## config.mk

```make
export PLATFORM = sky130hd
export DESIGN_NAME = ro_puf_engine
export DESIGN_NICKNAME = d
export VERILOG_FILES = /design/src/rtl/puf_engine_pkg.sv /design/src/rtl/ro_edge_counter.sv /design/src/rtl/ro_puf_engine.sv
export SDC_FILE = /design/constraint.sdc
export NUM_CORES = 1
export LEC_CHECK = 0
export BUFFER_PORTS_ARGS = -buffer_cell sky130_fd_sc_hd__buf_2
export CORE_MARGIN = 2
export CORE_UTILIZATION = 33
export CTS_CLUSTER_DIAMETER = 150
export DETAILED_ROUTE_END_ITERATION = 8
export SYNTH_ARGS = -nofsm -noshare
export SYNTH_HDL_FRONTEND = slang
export SYNTH_SLANG_ARGS = --single-unit
```

## constraint.sdc

```tcl
create_clock -name clk -period 5.4 [get_ports clk]
set_input_delay 1.08 -clock clk [delete_from_list [all_inputs] [get_ports clk]]
set_output_delay 1.08 -clock clk [all_outputs]
set_load 0.1 [all_outputs]
```

## src/rtl/puf_engine_pkg.sv

```systemverilog
// Shared types and helpers for the ring-oscillator PUF engine.
// Holds the FSM state enum and the oscillator pair-select function.
package puf_engine_pkg;

    typedef enum logic [2:0] {
        S_IDLE,
        S_CLEAR,
        S_COUNT,
        S_COMPARE,
        S_DONE
    } state_t;

    // Widths for the default 16-oscillator, 3-vote build.
    localparam int unsigned DEF_N_RO  = 16;
    localparam int unsigned DEF_VOTES = 3;
    localparam int unsigned IDX_W     = $clog2(DEF_N_RO);
    localparam int unsigned VCNT_W    = $clog2(DEF_VOTES + 1);

    // Returns {a, b}: a in [31:16], b in [15:0].
    // b sits half the ring away from a, so they never collide.
    function automatic logic [31:0] pair_idx(
        input int unsigned c,
        input int unsigned i,
        input int unsigned n_ro
    );
        int unsigned a;
        int unsigned b;
        a = (c + i) % n_ro;
        b = (c + i + n_ro / 2) % n_ro;
        return {a[15:0], b[15:0]};
    endfunction

endpackage

```

## src/rtl/ro_edge_counter.sv

```systemverilog
// Synchronised rising-edge counter for one selected oscillator.
// The settle mask hides edges the mux switch could fake after a clear.
module ro_edge_counter
    import puf_engine_pkg::*;
#(
    parameter int unsigned CNT_W = 16
) (
    input  logic             clk,
    input  logic             reset_n,
    input  logic             ro,
    input  logic             clr,
    input  logic             en,
    output logic [CNT_W-1:0] count
);

    logic [1:0] sync;
    logic       prev;
    logic [1:0] settle;
    logic       rise;

    assign rise = sync[1] & ~prev & settle[1];

    // Two-flop synchroniser plus delayed copy for edge detection.
    always_ff @(posedge clk or negedge reset_n) begin
        if (!reset_n) begin
            sync <= '0;
            prev <= 1'b0;
        end else begin
            sync <= {sync[0], ro};
            prev <= sync[1];
        end
    end

    // Block edges until the pipeline holds only the newly selected input.
    always_ff @(posedge clk or negedge reset_n) begin
        if (!reset_n) begin
            settle <= '0;
        end else if (clr) begin
            settle <= '0;
        end else begin
            settle <= {settle[0], 1'b1};
        end
    end

    // Saturating edge count, zeroed by clear.
    always_ff @(posedge clk or negedge reset_n) begin
        if (!reset_n) begin
            count <= '0;
        end else if (clr) begin
            count <= '0;
        end else if (en && rise && (count != '1)) begin
            count <= count + CNT_W'(1);
        end
    end

endmodule

```

## src/rtl/ro_puf_engine.sv

```systemverilog
// Ring-oscillator PUF engine: per-bit pair race, majority-voted.
// PUF_UNSTABLE_MASK_EN builds the per-bit vote-disagreement flags.
module ro_puf_engine
    import puf_engine_pkg::*;
#(
    parameter int unsigned CHAL_BITS = 8,
    parameter int unsigned RESP_BITS = 8,
    parameter int unsigned N_RO      = 16,
    parameter int unsigned CNT_W     = 16,
    parameter int unsigned WINDOW    = 1024,
    parameter int unsigned VOTES     = 3
) (
    input  logic                 clk,
    input  logic                 reset_n,
    input  logic                 enable,
    input  logic                 start,
    input  logic [CHAL_BITS-1:0] challenge,
    input  logic [N_RO-1:0]      ro_osc,
    output logic                 busy,
    output logic                 done,
    output logic [RESP_BITS-1:0] response,
    output logic [RESP_BITS-1:0] unstable,
    input  logic                 orred,
    output logic                 done_sig
);

    localparam int unsigned IW = $clog2(N_RO);
    localparam int unsigned VW = $clog2(VOTES + 1);
    localparam int unsigned BW =
        (RESP_BITS > 1) ? $clog2(RESP_BITS) : 1;
    localparam int unsigned WW = $clog2(WINDOW + 1);

    state_t               state;
    logic [IW-1:0]        chal;
    logic [BW-1:0]        bit_idx;
    logic [VW-1:0]        vote_idx;
    logic [VW-1:0]        acc;
    logic [VW-1:0]        acc_nx;
    logic [WW-1:0]        win;
    logic [RESP_BITS-1:0] stage;
    logic [RESP_BITS-1:0] stage_nx;
    logic [31:0]          pair;
    logic [IW-1:0]        sel_a;
    logic [IW-1:0]        sel_b;
    logic [CNT_W-1:0]     cnt_a;
    logic [CNT_W-1:0]     cnt_b;
    logic                 samp;
    logic                 bit_val;
    logic                 vote_end;
    logic                 run_end;

    assign pair  = pair_idx(32'(chal), 32'(bit_idx), N_RO);
    assign sel_a = IW'(pair[31:16]);
    assign sel_b = IW'(pair[15:0]);

    ro_edge_counter #(.CNT_W(CNT_W)) u_cnt_a (
        .clk     (clk),
        .reset_n (reset_n),
        .ro      (ro_osc[sel_a]),
        .clr     (state == S_CLEAR),
        .en      (state == S_COUNT),
        .count   (cnt_a)
    );

    ro_edge_counter #(.CNT_W(CNT_W)) u_cnt_b (
        .clk     (clk),
        .reset_n (reset_n),
        .ro      (ro_osc[sel_b]),
        .clr     (state == S_CLEAR),
        .en      (state == S_COUNT),
        .count   (cnt_b)
    );

    // Strict compare: ties, saturated or not, vote 0.
    assign samp     = cnt_a > cnt_b;
    assign acc_nx   = acc + VW'(samp);
    assign bit_val  = acc_nx > VW'(VOTES / 2);
    assign vote_end = (state == S_COMPARE) && enable &&
                      (vote_idx == VW'(VOTES - 1));
    assign run_end  = vote_end &&
                      (bit_idx == BW'(RESP_BITS - 1));
    assign done_sig = orred | done;

    // Staging image with the current bit's majority merged in.
    always_comb begin
        stage_nx = stage;
        for (int k = 0; k < RESP_BITS; k++) begin
            if (bit_idx == BW'(k)) stage_nx[k] = bit_val;
        end
    end

    // Main sequencer: clear, count window, compare, vote, advance bit.
    always_ff @(posedge clk or negedge reset_n) begin
        if (!reset_n) begin
            state    <= S_IDLE;
            chal     <= '0;
            bit_idx  <= '0;
            vote_idx <= '0;
            acc      <= '0;
            win      <= '0;
            stage    <= '0;
            busy     <= 1'b0;
            done     <= 1'b0;
            response <= '0;
        end else begin
            done <= 1'b0;
            if ((state != S_IDLE) && !enable) begin
                state <= S_IDLE;
                busy  <= 1'b0;
            end else begin
                unique case (state)
                    S_IDLE: begin
                        if (start && enable) begin
                            chal     <= IW'(challenge);
                            bit_idx  <= '0;
                            vote_idx <= '0;
                            acc      <= '0;
                            busy     <= 1'b1;
                            state    <= S_CLEAR;
                        end
                    end
                    S_CLEAR: begin
                        win   <= '0;
                        state <= S_COUNT;
                    end
                    S_COUNT: begin
                        win <= win + WW'(1);
                        if (win == WW'(WINDOW - 1)) begin
                            state <= S_COMPARE;
                        end
                    end
                    S_COMPARE: begin
                        if (!vote_end) begin
                            vote_idx <= vote_idx + VW'(1);
                            acc      <= acc_nx;
                            state    <= S_CLEAR;
                        end else begin
                            stage    <= stage_nx;
                            vote_idx <= '0;
                            acc      <= '0;
                            if (run_end) begin
                                response <= stage_nx;
                                busy     <= 1'b0;
                                done     <= 1'b1;
                                state    <= S_DONE;
                            end else begin
                                bit_idx <= bit_idx + BW'(1);
                                state   <= S_CLEAR;
                            end
                        end
                    end
                    S_DONE: begin
                        state <= S_IDLE;
                    end
                    default: begin
                        state <= S_IDLE;
                        busy  <= 1'b0;
                    end
                endcase
            end
        end
    end

`ifdef PUF_UNSTABLE_MASK_EN
    logic                 bit_unst;
    logic [RESP_BITS-1:0] stage_u;
    logic [RESP_BITS-1:0] stage_u_nx;

    assign bit_unst = (acc_nx != '0) && (acc_nx != VW'(VOTES));

    // Staging flags with the current bit's disagreement merged in.
    always_comb begin
        stage_u_nx = stage_u;
        for (int k = 0; k < RESP_BITS; k++) begin
            if (bit_idx == BW'(k)) stage_u_nx[k] = bit_unst;
        end
    end

    // Record split votes per bit and publish them with the response.
    always_ff @(posedge clk or negedge reset_n) begin
        if (!reset_n) begin
            stage_u  <= '0;
            unstable <= '0;
        end else begin
            if (vote_end) stage_u <= stage_u_nx;
            if (run_end) unstable <= stage_u_nx;
        end
    end
`else
    assign unstable = '0;
`endif

endmodule

```

-- Yosys cells after proc, flatten, opt, wreduce, memory -nomap -nowiden
Index checks and enable logic that the tools add are counted.
Widths: inputs -> output; s select.
- $add $sub $neg: 8
- order comparisons: 4
- div/mod/pow operators: 0
- shift-type cells: 0
- equal/unequal tests: 23
- muxes and demuxes: 43
- $mul: 0
- reductions and logical operators: 26
- bitwise gates (word level): 8
- operator list (operator ; count):
    $mux 16 ; 4
    $add 16x1->16 const B ; 2
    $ne 16x16->1 const B ; 2
    $mux 3 ; 8
    $pmux 11 s2 ; 1
    $mux 1 ; 18
    $gt 16x16->1 ; 1
    $eq 3x3->1 const B ; 5
    $eq 3x2->1 const B ; 4
    $pmux 3 s4 ; 1
    $add 11x1->11 const B ; 1
    $eq 11x10->1 const B ; 1
    $lt 4x5->1 const B ; 2
    $mux 2 ; 5
    $logic_and 1x1->1 ; 9
    $reduce_and 3->1 ; 3
    $bmux 1 s4 ; 2
    $pmux 2 s2 ; 2
    $reduce_and 4->1 ; 2
    $reduce_bool 2->1 ; 4
    $eq 3x1->1 const B ; 2
    $logic_not 3->1 ; 2
    $ne 2x2->1 const B ; 3
    $ne 3x2->1 const B ; 2
    other kinds (19) ; 26
- input port bits: 29
- bits in registers: 85
- latch bits: 0
- output and inout port bits: 19
- logic and storage cells: 130
- ROM bits: 0
- memories: 0
- memory bits (writable): 0

-- Longest topological paths before layout
Gate-level depths: netlist of run 1.
- depth after elaboration: 8
- gate-level depth with buffers: 13
- gate-level depth less buffers: 12

-- Modules after synthesis
Synthesis of run 1 repeated with hierarchy kept, for this count alone.
- cell total of the unflattened synthesis: 497
- area total of the unflattened synthesis: 4939.7 um2
- modules (own cells, without submodules) (module ; cells each ; area an instance (um2) ; instances):
    ro_puf_engine ; 293 ; 2815.2 ; 1
    ro_edge_counter ; 102 ; 1062.3 ; 2

-- Worst setup path after synthesis of run 1
No wires, ideal clock.
- path type: input to output
- start point: input orred
- end point: output done_sig
- buffers on the path: 0
- arrival: 1.571 ns
- stages: 1
- required time: 4.320 ns
- slack: 2.749 ns
- path through: or2_2
- cells in the longest elaborated chain, start to end: 1
- RTL lines (element ; line ; source):
    start: declaration ; ro_puf_engine.sv:23 ; input logic orred,
    $or 1x1->1 ; ro_puf_engine.sv:82 ; assign done_sig = orred | done;
    end: declaration ; ro_puf_engine.sv:24 ; output logic done_sig
Every way passes these cells.

-- Final worst setup path of run 1
- start point: register u_cnt_b.count[9]
- end point: register response[5]
- cells in the longest elaborated chain, start to end: 4
- RTL lines (element ; line ; source):
    start: declaration ; ro_edge_counter.sv:13 ; output logic [CNT_W-1:0] count
    start signal: assignment ; ro_edge_counter.sv:52 ; count <= count + CNT_W'(1);
    $gt 16x16->1 ; ro_puf_engine.sv:75 ; assign samp = cnt_a > cnt_b;
    $add 2x1->2 ; ro_puf_engine.sv:76 ; assign acc_nx = acc + VW'(samp);
    $gt 2x1->1 ; ro_puf_engine.sv:77 ; assign bit_val = acc_nx > VW'(VOTES / 2);
    $mux 1 ; ro_puf_engine.sv:88 ; if (bit_idx == BW'(k)) stage_nx[k] = bit_val;
    end signal: assignment ; ro_puf_engine.sv:142 ; response <= stage_nx;
    end: declaration ; ro_puf_engine.sv:21 ; output logic [RESP_BITS-1:0] response,
Every way passes these cells.
A chain may end at the register's enable or synchronous reset.

==> reports/results.tsv, run 1 <==
metric	value	unit
outcome	finished, final reports clean	
clock insertion delay at the later pin of the skew report	340	ps
worst min path class	flop to flop	
Post-CTS Setup Inserts	0	
router iterations before antenna repair	4	
main combinational cell family by area after synthesis	simple AND/OR/NAND/NOR gates	
placed instance area	4970	µm²
Final HPWL DP	6900	µm
core area	13800	µm²
largest net degree at the start of global routing	83	
DRT Wirelength	9510	µm
Vias per Instance	5.21	
antenna violations before repair	0	
drt wl/cell	13.7	µm
R2R Setup Slk	2340	ps
setup TNS	0	ps
# rows	43	
fraction of layout cells with a size suffix above 1	14.4	%
Post-DRT Antenna Nets	0	
Cell Pwr Density	309	nW/µm²
CTS tree	built	
cell count after synthesis	478	
final-stage net count	570	
Post-synth ARST share	100	%
root buffer cell	clkbuf_16	
Slew Viols, Final	0	
GRT overflow	0	
starting density of the core	33.6	%
Final Cell Area	5300	µm²
vias in the first global route	3563	
Multi-input gate area	2400	µm²
die area	15100	µm²
Synth Flop Type	dfrtp_1	
post-synthesis mux area share	5.63	%
M1 WL	4480	µm
kind of critical path	flop to flop	
RSZ-0062 raised after global routing	no	
Final period util	56.7	%
PostCTS Resize Cnt	0	
Leakage	2.35	nW
die span in x	123	µm
Post-route DRC	0	
Buffers on Ports	35	
number of synthesized flops with an enable pin	0	
Num CTS Buffers	9	
H-tree depth	3	
fillers	1364	
startpoint types	flop	
Critical Path Sink Type	flop	
met2 wire len	4530	µm
top sig layer	met4	
Post-Synth Adder-Cell Area	8.24	%
Area Overhead vs Synth	13.9	%
die height	123	µm
Hold Fails Final Rpt	0	
relative slew slack	32.1	%
hold_buf cts	0	
sequential cell area fraction in the yosys report	44.1	%
critical path required time	5620	ps
Ys Warns	0	
Yosys reg bits	82	
Post-Route Skew	7.38	ps
simple-gate share of the synthesized area	19.5	%
Peak VDD IR	0.000204	V
clk buf depth	2	
met3 WL	372	µm
clock-pin slew on the worst setup and hold paths	60	ps
synthesized area	4650	µm²
GP Congestion	0.822	
maximum capacitance violations	0	
antenna fix cells	0	
GRT Total Usage	13.8	%
Final setup viols	0	
global-route wire length before repair	16500	µm
1st-iter DRT viols	176	
fin crit period	3060	ps
clock sinks	82	
compound-gate portion of the synthesized area	12.5	%
register area	2050	µm²
vias	3619	
fraction of synthesized cell area in xor and xnor cells	5.09	%
io pins	48	
Worst-Margin Slew	1020	ps
Crit Path Max Fanout	12	
library cells used by synthesis	52	
Avg Synthesized Cell Area	9.72	µm²
Critical Path AT	3280	ps
FMAX	0.327	GHz
[cells in the mapped netlist (3+ instances only)]
master,instances,area [µm²]
mux4_2,4,90.1
buf_4,9,67.6
inv_1,27,101
a211oi_1,6,45.0
o211ai_1,3,22.5
a21o_1,7,52.6
nand2_1,46,173
nor4_1,11,68.8
nor2b_1,5,31.3
and4_1,3,26.3
a21oi_1,30,150
and2_1,3,18.8
nand3_1,22,110
xor2_1,7,61.3
clkbuf_1,8,30.0
nor3_1,7,35.0
dfrtp_1,82,2050
nor2_1,38,143
a311oi_1,4,35.0
o31ai_1,4,30.0
xnor2_1,20,175
nor3_2,3,30.0
ha_1,29,363
or3_1,7,43.8
o21ai_0,28,140
mux2i_1,7,70.1
nand2b_1,3,18.8
a31oi_1,3,18.8
and3_1,5,31.3
nand4_1,14,87.6
mux2_2,9,101
[kinds of logic (layout without fill, tap and decap cells)]
| group | count (synthesis) | after routing |
|---|---|---|
| AND/OR/NAND/NOR | 175 | 175 |
| AO/OA/AOI/OAI | 94 | 94 |
| flip-flops | 82 | 82 |
| buffers and inverters | 49 | 79 |
| adder cells (fa/ha/maj) | 30 | 30 |
| XOR/XNOR | 27 | 27 |
| multiplexers | 20 | 20 |
| other | 1 | 8 |
[stage by stage]
stage               hold slack (ps)  power [mW]  util, %  cells  setup slack, ps
floorplan                       331       0.919        -    485             2750
detailed placement              336       0.986     35.9    680             2340
finish                          348        1.64     38.3    695             2340
CTS                             349        1.66     38.3    695             2300
global route                    351        1.72     38.3    695             1950
global placement                333       0.975     35.9    680             2310
[worst max-delay path: stages, from the launching register on]
cell and delay [ps]:
dfrtp_1 400, inv_1 80, ha_1 290, a21o_1 180, nand3_1 80, a21oi_1 70, a211oi_1 280, a21oi_1 150
ha_1 270, xnor2_1 750, a311oi_1 210, a21o_1 190
[where the power goes]
group | internal, mW | switching, mW | total, mW
sequential | 0.669 | 0.0394 | 0.709
combinational | 0.0996 | 0.163 | 0.263
clock | 0.427 | 0.238 | 0.666
[placed cells by master (no fill, tap or decap), types with 4 or more instances in the layout]
cell type and instances:
a21oi_1 30, nor4_1 11, mux2i_1 7, ha_1 29
a21o_1 7, nor2b_1 5, buf_2 34, nand3_1 22
conb_1 8, xnor2_1 20, xor2_1 7, or3_1 7
dfrtp_1 82, nand2_1 46, o31ai_1 4, mux4_2 4
a211oi_1 6, inv_1 27, and3_1 5, nor3_1 7
mux2_2 9, clkbuf_16 9, nand4_1 14, o21ai_0 28
a311oi_1 4, nor2_1 38
[path summary, 6_finish.rpt]
| path | start | cells past startpoint | endpoint |
|---|---|---|---|
| max | u_cnt_b.count[9] | 11 | response[5] |
| min | u_cnt_b.sync[0] | 0 | u_cnt_b.sync[1] |
| max reg2reg | u_cnt_b.count[9] | 11 | response[5] |
| min reg2reg | u_cnt_b.sync[0] | 0 | u_cnt_b.sync[1] |
| max in group asynchronous | reset_n | 1 | stage[4] |
| min in group asynchronous | reset_n | 1 | u_cnt_a.count[13] |
[sequential cells by signal, indices dropped and copies added (netlist names), 3 cells and up]
name	flops
win	11
u_cnt_a.count	16
chal	4
u_cnt_b.count	16
state	3
response	8
stage	7
bit_idx	3
[area by class of cell]
type | instances | share of cell area [%]
clock buffers | 11 | 4.77
repair buffers | 36 | 3.50
multi-input cells | 354 | 45.3
flip-flops and latches | 82 | 38.7
inverters | 28 | 1.98
clock inverters | 4 | 1.42
well taps | 180 | 4.25
[per-layer routing]
metal,vias to the layer above,global-route usage (%)
li1,1757,-
met1,1789,17.8
met2,65,22.5
met3,8,3.35
met4,0,4.67
met5,-,0
Note: power is estimated with default switching activity, not from simulation.
==> run 2: changes to the inputs <==
==> constraint.sdc (replaced) <==
create_clock -name clk -period 2.5 [get_ports clk]
set_input_delay 0.5 -clock clk [delete_from_list [all_inputs] [get_ports clk]]
set_output_delay 0.5 -clock clk [all_outputs]
set_load 0.1 [all_outputs]
==> reports/results.tsv, run 2 (synthesized netlist as in run 1, its figures left out) <==
metric	value	unit	change
outcome	finished, final reports clean		
Util after Layout	40.2	%	+1.9 points
Cell Pwr Density	615	nW/µm²	+99%
Post-route DRC	0		unchanged
fillers	1357		-0.51%
switching share of power	29.3	%	+2.4 points
Worst-Margin Slew	609	ps	-409 ps
Hold Fails Final Rpt	0		unchanged
largest registers	u_cnt_a.count (16), u_cnt_b.count (16), win (11)		
clock-pin slew on the worst setup and hold paths	60	ps	about the same
DRT Wirelength	10200	µm	+7.3%
antenna violations before repair	0		unchanged
starting density of the core	33.6	%	unchanged
Final HPWL DP	7410	µm	+7.3%
fin crit period	2460	ps	-598 ps
GRT Total Usage	14.5	%	+0.79 points
root buffer cell	clkbuf_16		
startpoint types	flop		
GP Congestion	0.874		+6.3%
Final setup viols	0		unchanged
Leakage	2.50	nW	+6.1%
1st-iter DRT viols	137		-22%
P_sw	1.00	mW	+130%
worst r2r src	u_cnt_a.count[1]		
Peak VDD IR	0.000282	V	+38%
kind of critical path	flop to flop		
CTS tree	built		
FMAX	0.406	GHz	+24%
Buffers on Ports	35		unchanged
Final WS setup	38.8	ps	-2300 ps
# rows	43		unchanged
drt wl/cell	14.1	µm	+2.9%
die span in x	123	µm	unchanged
maximum capacitance violations	0		unchanged
clk buf depth	2		unchanged
Slew Viols, Final	0		unchanged
Critical Path AT	2750	ps	-530 ps
io pins	48		unchanged
Post-Route Skew	8.35	ps	+0.970 ps
Hold Slack	115	ps	-232 ps
Comb pwr share	18.2	%	+2.1 points
share of power burned in registers	44.9	%	+1.6 points
most frequent cells in the layout	dfrtp_1, nand2_1, nor2_1		
critical path required time	2790	ps	-2830 ps
Final period util	98.4	%	+42 points
R2R Setup Slk	40	ps	-2300 ps
final-stage net count	599		+5.1%
Num CTS Buffers	9		unchanged
clock sinks	82		unchanged
H-tree depth	3		unchanged
Vias per Instance	5.14		-1.3%
clock power share	37.0	%	-3.6 points
worst min path class	primary input to async pin		
vias in the first global route	3706		+4.0%
fraction of layout cells with a size suffix above 1	20.7	%	+6.4 points
vias	3725		+2.9%
die area	15100	µm²	unchanged
most common cell after layout, fill and taps aside	dfrtp_1		
antenna fix cells	0		unchanged
Area Overhead vs Synth	19.7	%	
global-route wire length before repair	17400	µm	+5.0%
Critical path origin	u_cnt_a.count[1]		
GRT overflow	0		unchanged
clock insertion delay at the later pin of the skew report	350	ps	about the same
core area	13800	µm²	unchanged
RSZ-0062 raised after global routing	yes		
Post-DRT Antenna Nets	0		unchanged
Critical Path Sink Type	flop		
relative slew slack	59.0	%	+27 points
R2R depth	11		unchanged
Int Power	2.42	mW	+100%
router iterations before antenna repair	4		unchanged
worst r2r dst	response[4]		
largest net degree at the start of global routing	49		-41%
pre-CTS WS	35.9	ps	-2300 ps
die height	123	µm	unchanged
Crit Path Max Fanout	6		-6
run 2: power groups by stage:
stage / clock network, mW / registers (mW) / logic (mW)
finish: 1.27 / 1.54 / 0.622
global route: 1.36 / 1.55 / 0.688
CTS: 1.29 / 1.54 / 0.587
detailed placement: 0 / 1.56 / 0.584
global placement: 0 / 1.55 / 0.568
floorplan: 0 / 1.56 / 0.427
run 2: cell type report:
cell class / count / area, µm² / share of cell area, %
Sequential cell: 82 / 2050 / 36.9
Timing Repair Buffer: 65 / 419 / 7.53
Multi-Input combinational cell: 354 / 2480 / 44.6
Tap cell: 180 / 225 / 4.05
Clock inverter: 4 / 26.3 / 0.472
Inverter: 28 / 105 / 1.89
Clock buffer: 12 / 256 / 4.61
run 2: worst max-delay path by stage:
stage                        to  slack, ps  cells past startpoint
floorplan           response[1]         60                     12
global placement    response[5]         50                     11
detailed placement  response[0]         40                     13
CTS                 response[0]        0.6                     12
global route        response[4]        -80                     12
finish              response[4]         40                     11
run 2: critical path, stage by stage (launching register included):
cell and delay [ps]:
dfrtp_1 380, ha_1 310, nor2b_1 140, o211ai_1 160, a21oi_1 100, o31ai_1 300
a21oi_2 130, ha_4 200, xnor2_4 140, buf_6 150, a311oi_1 290, a21o_1 120
run 2: per-layer routing:
layer	track usage, %	wire length [µm]
met4	6.18	222
met1	18.9	4770
met3	2.70	351
met5	0	0
met2	23.8	4860
run 2: what timing repair did:
| item | 4_1_cts | 5_1_grt |
|---|---|---|
| endpoints found under the setup margin | 0 | 14 |
| gates resized for setup | 0 | 17 |
| hold buffers | 0 | 0 |
| setup buffers | 0 | 4 |
run 2: per-stage QoR:
step / instance area (µm²) / TNS, ps / total power, mW / std cells
final: 5560 / 0 / 3.42 / 725
after global routing: 5560 / -629 / 3.60 / 725
after CTS: 5440 / 0 / 3.41 / 720
after detailed placement: 5160 / 0 / 2.14 / 704
after global placement: 5160 / 0 / 2.12 / 704
after floorplan: 4670 / 0 / 1.99 / 485
==> run 3: changes to the inputs <==
--- a/config.mk
+++ b/config.mk
@@ -10,6 +10,7 @@
 export CORE_UTILIZATION = 33
 export CTS_CLUSTER_DIAMETER = 150
 export DETAILED_ROUTE_END_ITERATION = 8
+export RECOVER_POWER = 100
 export SYNTH_ARGS = -nofsm -noshare
 export SYNTH_HDL_FRONTEND = slang
 export SYNTH_SLANG_ARGS = --single-unit
==> reports/results.tsv, run 3 (synthesized netlist as in run 1, its figures left out) <==
metric	value	unit	change
outcome	finished with violations		
failing checks	max-capacitance violations, max-slew violations		
relative slew slack	-33.3	%	-92 points
antenna fix cells	0		unchanged
CTS tree	built		
GP Congestion	0.874		unchanged
Crit Path Max Fanout	3		-3
critical path required time	2720	ps	-70 ps
Final Cell Area	5500	µm²	-1.1%
final-stage net count	599		unchanged
pre-CTS WS	35.9	ps	unchanged
GRT overflow	0		unchanged
startpoint types	flop		
io pins	48		unchanged
1st-iter DRT viols	129		-5.8%
FMAX	0.407	GHz	+0.17%
Cell Pwr Density	619	nW/µm²	+0.61%
vias in the first global route	3706		unchanged
Critical Path AT	2680	ps	-70 ps
vias	3712		-0.35%
core area	13800	µm²	unchanged
placed instance area	5160	µm²	unchanged
drt wl/cell	14.0	µm	-0.40%
clock insertion delay at the later pin of the skew report	340	ps	about the same
Final setup viols	0		unchanged
die span in x	123	µm	unchanged
R2R depth	10		-1
# rows	43		unchanged
clock-pin slew on the worst setup and hold paths	60	ps	about the same
hold depth	0		
RSZ-0062 raised after global routing	yes		
Hold Slack	354	ps	+239 ps
fraction of layout cells with a size suffix above 1	16.9	%	-3.9 points
Final HPWL DP	7410	µm	unchanged
Worst Hold End	u_cnt_a.sync[1]		
Peak VDD IR	0.000280	V	-0.57%
router iterations before antenna repair	4		unchanged
Post-DRT Antenna Nets	0		unchanged
maximum capacitance violations	1		+1
fillers	1370		+0.96%
die height	123	µm	unchanged
largest registers	u_cnt_a.count (16), u_cnt_b.count (16), win (11)		
Post-route DRC	0		unchanged
Final WS setup	42.9	ps	+4.14 ps
GRT Total Usage	14.5	%	unchanged
starting density of the core	33.6	%	unchanged
Critical Path Sink Type	flop		
worst r2r src	u_cnt_a.count[1]		
R2R Setup Slk	40	ps	about the same
Power Total	3.41	mW	-0.50%
Slew Viols, Final	35		+35
antenna violations before repair	0		unchanged
Final period util	98.3	%	-0.17 points
clk buf depth	2		unchanged
most common cell after layout, fill and taps aside	dfrtp_1		
Buffers on Ports	35		unchanged
fin crit period	2460	ps	-4.14 ps
Leakage	2.44	nW	-2.2%
Worst-Margin Slew	2000	ps	+1390 ps
most frequent cells in the layout	dfrtp_1, nand2_1, nor2_1		
clock sinks	82		unchanged
hold path startpoint	u_cnt_a.sync[0]		
kind of critical path	flop to flop		
global-route wire length before repair	17400	µm	unchanged
worst r2r dst	stage[0]		
worst min path class	flop to flop		
die area	15100	µm²	unchanged
root buffer cell	clkbuf_16		
Area Overhead vs Synth	18.4	%	
H-tree depth	3		unchanged
Hold Fails Final Rpt	0		unchanged
Vias per Instance	5.12		-0.35%
DRT Wirelength	10200	µm	-0.40%
largest net degree at the start of global routing	49		unchanged
Num CTS Buffers	9		unchanged
Post-Route Skew	4.72	ps	-3.63 ps
## run 3: cell type report
class,instances,area [µm²],share of cell area (%)
multi-input cells,354,2450,44.5
flip-flops and latches,82,2050,37.3
inverters,28,105,1.91
well taps,180,225,4.09
clock inverters,4,26.3,0.477
repair buffers,65,392,7.12
clock buffers,12,256,4.66
## run 3: critical path, cell delays in order (launching register included)
cell and delay [ps]:
dfrtp_1 380, ha_1 310, nor2b_1 140, o211ai_1 160
a21oi_1 100, o31ai_1 300, a21oi_2 130, ha_4 200
buf_4 140, xor2_1 190, mux2_2 300
## run 3: worst max path at each step
stage / startpoint / to / slack (ps) / cells after the start
after floorplan: u_cnt_a.count[1] / response[1] / 60 / 12
after global placement: u_cnt_a.count[9] / response[5] / 50 / 11
final: u_cnt_a.count[1] / stage[0] / 40 / 10
after CTS: u_cnt_b.count[14] / response[0] / 0.6 / 12
after detailed placement: u_cnt_b.count[9] / response[0] / 40 / 13
after global routing: u_cnt_b.count[1] / response[4] / -80 / 12
## run 3: power by group
part | internal, mW | switching [mW]
logic | 0.243 | 0.371
registers | 1.45 | 0.0905
clock network | 0.725 | 0.532
## run 3: what timing repair did
action,4_1_cts,5_1_grt
setup buffers,0,4
setup endpoints to repair,0,14
resized for setup,0,17
hold buffers,0,0
## run 3: metrics by stage
step | setup TNS, ps | std cells | utilization (%)
2_1_floorplan | 0 | 485 | -
3_3_place_gp | 0 | 704 | 37.3
3_5_place_dp | 0 | 704 | 37.3
4_1_cts | 0 | 720 | 39.4
5_1_grt | -652 | 725 | 39.8
6_report | 0 | 725 | 39.8
## run 3: layer usage
layer	wire length, µm	up-vias	GRT usage [%]
met4	159	0	6.18
met2	4930	64	23.8
met1	4760	1818	18.9
met3	309	15	2.70
met5	0	-	0
li1	-	1815	-
